## config.mk

```make
export PLATFORM = sky130hd
export DESIGN_NAME = updn_counter
export DESIGN_NICKNAME = d
export VERILOG_FILES = /design/src/rtl/updn_counter.sv
export SDC_FILE = /design/constraint.sdc
export NUM_CORES = 1
export LEC_CHECK = 0
export BUFFER_PORTS_ARGS = -buffer_cell sky130_fd_sc_hd__buf_2
export CAP_MARGIN = 15
export CORE_AREA = 5 5 42 44
export DETAILED_ROUTE_END_ITERATION = 7
export DIE_AREA = 0 0 47 49
export PLACE_DENSITY = 0.72
export SLEW_MARGIN = 20
export SYNTH_ARGS = -nofsm -noshare
export SYNTH_HDL_FRONTEND = slang
export SYNTH_SLANG_ARGS = --single-unit
```

## constraint.sdc

```tcl
create_clock -name clk -period 3.1 [get_ports clk]
set_input_delay 0.155 -clock clk [delete_from_list [all_inputs] [get_ports clk]]
set_output_delay 0.155 -clock clk [all_outputs]
set_load 0.02 [all_outputs]
```

## src/rtl/updn_counter.sv

```systemverilog
`default_nettype none
// ============================================================================
// updn_counter : up/down counter with sync load, runtime terminal value and
//                wrap/saturate boundaries. Optional macro UPDN_COUNTER_PRESCALE_EN
//                adds a PRESCALE enable divider.                 Rev 1.0
// ============================================================================
module updn_counter #(
    parameter int CNT_WIDTH = 4,
    parameter int SAT_MODE  = 0
`ifdef UPDN_COUNTER_PRESCALE_EN
    ,
    parameter int PRESCALE  = 4
`endif
) (
    input  logic                 clk,
    input  logic                 clr,
    input  logic                 en,
    input  logic                 up,
    input  logic                 ld,
    input  logic [CNT_WIDTH-1:0] ld_val,
    input  logic [CNT_WIDTH-1:0] max_val,
    output logic [CNT_WIDTH-1:0] count,
    output logic                 tc,
    output logic                 ovf
);

    localparam logic [CNT_WIDTH-1:0] c_one = CNT_WIDTH'(1);

    logic [CNT_WIDTH-1:0] r_count;
    logic                 r_tc;
    logic                 r_ovf;

    logic                 w_step;
    logic                 w_bnd;
    logic [CNT_WIDTH-1:0] w_next;
    logic [CNT_WIDTH-1:0] w_ld_clamped;

`ifdef UPDN_COUNTER_PRESCALE_EN
    localparam int                c_PS_W    = (PRESCALE > 1) ? $clog2(PRESCALE) : 1;
    localparam logic [c_PS_W-1:0] c_ps_last = c_PS_W'(PRESCALE - 1);
    localparam logic [c_PS_W-1:0] c_ps_one  = c_PS_W'(1);

    logic [c_PS_W-1:0] r_ps;

    assign w_step = en && (r_ps == c_ps_last);

    // Phase only advances on enabled cycles, so dropping en freezes it.
    always_ff @(posedge clk) begin
        if (clr || ld) begin
            r_ps <= '0;
        end else if (en) begin
            r_ps <= w_step ? '0 : (r_ps + c_ps_one);
        end
    end
`else
    assign w_step = en;
`endif

    assign w_ld_clamped = (ld_val > max_val) ? max_val : ld_val;

    always_comb begin
        w_next = r_count;
        w_bnd  = 1'b0;
        if (up) begin
            // >= also catches a count stranded above a freshly lowered max_val
            if (r_count >= max_val) begin
                w_bnd  = 1'b1;
                w_next = (SAT_MODE != 0) ? max_val : '0;
            end else begin
                w_next = r_count + c_one;
            end
        end else begin
            if (r_count == '0) begin
                w_bnd  = 1'b1;
                w_next = (SAT_MODE != 0) ? '0 : max_val;
            end else begin
                w_next = r_count - c_one;
            end
        end
    end

    always_ff @(posedge clk) begin
        if (clr) begin
            r_count <= '0;
            r_tc    <= 1'b0;
            r_ovf   <= 1'b0;
        end else if (ld) begin
            r_count <= w_ld_clamped;
            r_tc    <= 1'b0;
            r_ovf   <= 1'b0;
        end else if (w_step) begin
            r_count <= w_next;
            r_tc    <= w_bnd;
            r_ovf   <= r_ovf | w_bnd;
        end else begin
            r_tc    <= 1'b0;
        end
    end

    assign count = r_count;
    assign tc    = r_tc;
    assign ovf   = r_ovf;

endmodule
`default_nettype wire

```

==> flow_summary_export.csv <==
group,metric,value,unit
die,start_util,0.4571,
synthesis,postSynth.asyncResetShare,0,
critical_path,cp_top_family,"compound AO/OA/AOI/OAI gates",
synthesis,synth_warnings,0,
final_layout,area_growth,20.12,%
cts,cts_resized,0,
placed_design,io_buffers,18,
critical_path,cpPeakStageDelay,0.47,ns
die,die_width,47,um
power,power_density,368.1,nW/um^2
die,io_pins,19,
critical_path,crit_arrival,2.00,ns
die,die_area,2303,um^2
critical_path,start_kind,"register",
detailed_routing,wl_met2,818,um
final_layout,drive_gt1_frac,0.2424,
synthesis,syn_area,640.6,um^2
detailed_routing,met3_length,84,um
cts,clock_latency,0.24,ns
grt,grt_usage,0.1628,
grt,antenna_found_initial,0,
timing,max_freq,542.6,MHz
synthesis,avgSynthCellArea,8.109,um^2
timing,setup_viol,0,
timing,maxSlewViolCount,0,
critical_path,critPathBufInv,1,
synthesis,ys_dominant_reg_cell,"dfxtp_1",
power,pwr-share-comb,0.413,
critical_path,cp-end-kind,"register",
grt,grt_max_degree,10,
synthesis,synth_seq_cells,6,
critical_path,slowest_stage,"dfxtp_1",
cts,cts.clk_slew.worst_paths,0.04,ns
synthesis,yosysTopAreaCell,"ha_1",
die,die_h,49,um
cts,clock_sinks,6,
critical_path,crit_fanout,8,
cts,numCtsBuffers,3,
synthesis,synthTopCellsByCount,"ha_1, inv_1, dfxtp_1",
detailed_routing,firstDrtPassIters,4,
detailed_routing,first_iter_violations,2,
run,drv_cap,0,
synthesis,synth_edf_count,0,
final_layout,nets,124,
timing,finalHoldViolations,0,
synthesis,synth_fp_nets,102,
detailed_routing,vias,661,
final_layout,n_antenna_cell,0,
status,status,"complete, no violations",
detailed_routing,drc_errors,0,
synthesis,synth_top_area_frac,0.1953,
detailed_routing,via_per_inst,5.748,
synthesis,yosysSeqAreaShare,0.1875,
final_layout,fillerInstances,148,
timing,skew,0.003444,ns
power,switchingPower,0.1013,mW
timing,final.setup.tns,0,ns
final_layout,regArea,120.1,um^2
final_layout,multi_input_area,486.7,um^2
detailed_routing,final_antenna_net_count,0,
synthesis,synth_most_common_cell,"ha_1",
cts,hold_buffers,0,
die,rows,14,
grt,grt_pass1_vias,704,
synthesis,synth_cell_type_count,29,
grt,grt_first_pass_wirelength,2842,um
timing,rsz0062_at_grt,"false",
synthesis,netlist_instances,79,
synthesis,ys_top_cells_by_area,"ha_1, dfxtp_1, mux2i_1, inv_1, nor3_1",
power,p_sw_frac,0.3576,
power,ir_drop,0.2771,mV
timing,slew_headroom,0.7337,
hold_path,min_path_type,"in -> reg",
cts,ctsLongestPathBuffers,2,
detailed_routing,routed.top_layer,"met4",
detailed_routing,wire_per_inst,13.74,um
detailed_routing,met1_length,649,um
critical_path,crit_required,3.26,ns
timing,post-route-min-period,1.843,ns
power,p_seq_frac,0.343,
power,power.leakage,0.3687,nW
grt,overflow,0,
placed_design,hpwl,1307,um
timing,layout_worst_path_cycle_share,0.5945,
power,p_int,0.1820,mW
critical_path,path_cells,"inv_1, ha_1, nor3b_1, o211ai_1, o2111a_1, a211oi_1",
critical_path,critPathKind,"reg -> reg",
timing,worst_slew_pin_slew,0.3977,ns
placed_design,gp_congestion,0.7799,
detailed_routing,drt_wl_total,1580,um
cts,cts_root_buffer,"clkbuf_4",
final_layout,post-route-util,0.5491,
power,pwr-share-clk,0.244,
cts,tritoncts,"done",
die,core_area,1401,um^2
cts,h-tree-depth,1,
cts,cts_setup_buffers,0,
-- state kept, by name, summed over array words and instances (netlist names) --
register / cells
count: 4
ovf: 1
tc: 1
-- cell usage in the layout (no fill, tap or decap) --
cell type and count:
o22a_1 1, and4bb_2 1, nand2_1 4, nor3b_1 1, o21ai_1 2, mux2i_1 5
o2111a_1 1, inv_1 8, ha_1 10, nor2b_1 3, nand3b_1 1, o21ai_0 5
nor3b_2 1, a22oi_1 1, mux2_2 1, nor2_1 4, clkbuf_4 3, nand2b_1 2
o21a_1 2, a211oi_1 2, xor2_1 2, o211ai_1 2, nand3_1 1, a2bb2oi_1 1
nand4_1 1, dfxtp_1 6, buf_2 18, o311ai_1 1, nor3_1 5, a21oi_1 4
-- cells by family (layout without fill, tap and decap cells) --
group / Yosys count / after routing / synth area share
buffers and inverters: 9 / 29 / 0.05273
muxes: 6 / 6 / 0.09570
DFF: 6 / 6 / 0.1875
and+or+nand+nor: 24 / 24 / 0.2148
AOI/OAI and AO/OA: 22 / 22 / 0.2265
adders and majority gates: 10 / 10 / 0.1953
xor gates and xnor gates: 2 / 2 / 0.02735
-- cell type report --
| type | instances | share of cell area |
|---|---|---|
| clock buffer | 3 | 0.02927 |
| timing repair buffer | 18 | 0.1171 |
| inverter | 8 | 0.03902 |
| sequential | 6 | 0.1561 |
| multi-input combinational | 64 | 0.6325 |
| tap | 16 | 0.02602 |
-- layer usage --
metal | vias to the layer above | track usage
li1 | 332 | -
met1 | 306 | 0.1872
met2 | 17 | 0.2692
met3 | 6 | 0.05166
met4 | 0 | 0.05991
met5 | - | 0
-- path summary, 6_finish.rpt --
| path | start | cells after the start | slack (ns) | end |
|---|---|---|---|---|
| max | count[0] | 6 | 1.26 | count[2] |
| min | clr | 2 | 0.15 | count[2] |
| max reg2reg | count[0] | 6 | 1.26 | count[2] |
| min reg2reg | ovf | 2 | 0.51 | ovf |
-- metrics by stage --
stage | setup slack [ns] | power (mW) | instance area, um^2 | std cells | hold slack [ns]
detailed placement | 1.263 | 0.2152 | 747.0 | 112 | 0.3986
global route | 1.050 | 0.3107 | 769.5 | 115 | 0.1478
CTS | 1.255 | 0.2858 | 769.5 | 115 | 0.1478
finish | 1.257 | 0.2832 | 769.5 | 115 | 0.1529
global placement | 1.368 | 0.2107 | 747.0 | 112 | 0.3962
floorplan | 1.324 | 0.1776 | 640.6 | 79 | 0.2278
-- power by group through the flow --
| stage | registers (mW) | logic, mW | clock network, mW |
|---|---|---|---|
| 2_1_floorplan | 0.104 | 0.0739 | 0 |
| 3_3_place_gp | 0.0976 | 0.113 | 0 |
| 3_5_place_dp | 0.0983 | 0.117 | 0 |
| 4_1_cts | 0.0969 | 0.118 | 0.0711 |
| 5_1_grt | 0.0989 | 0.133 | 0.0788 |
| 6_report | 0.0972 | 0.117 | 0.0691 |
-- worst reg2reg max path: stages, from the launching register on --
cell	delay, ns
dfxtp_1	0.47
inv_1	0.11
ha_1	0.28
nor3b_1	0.20
o211ai_1	0.22
o2111a_1	0.29
a211oi_1	0.20
Note: power is estimated with default switching activity, not from simulation.
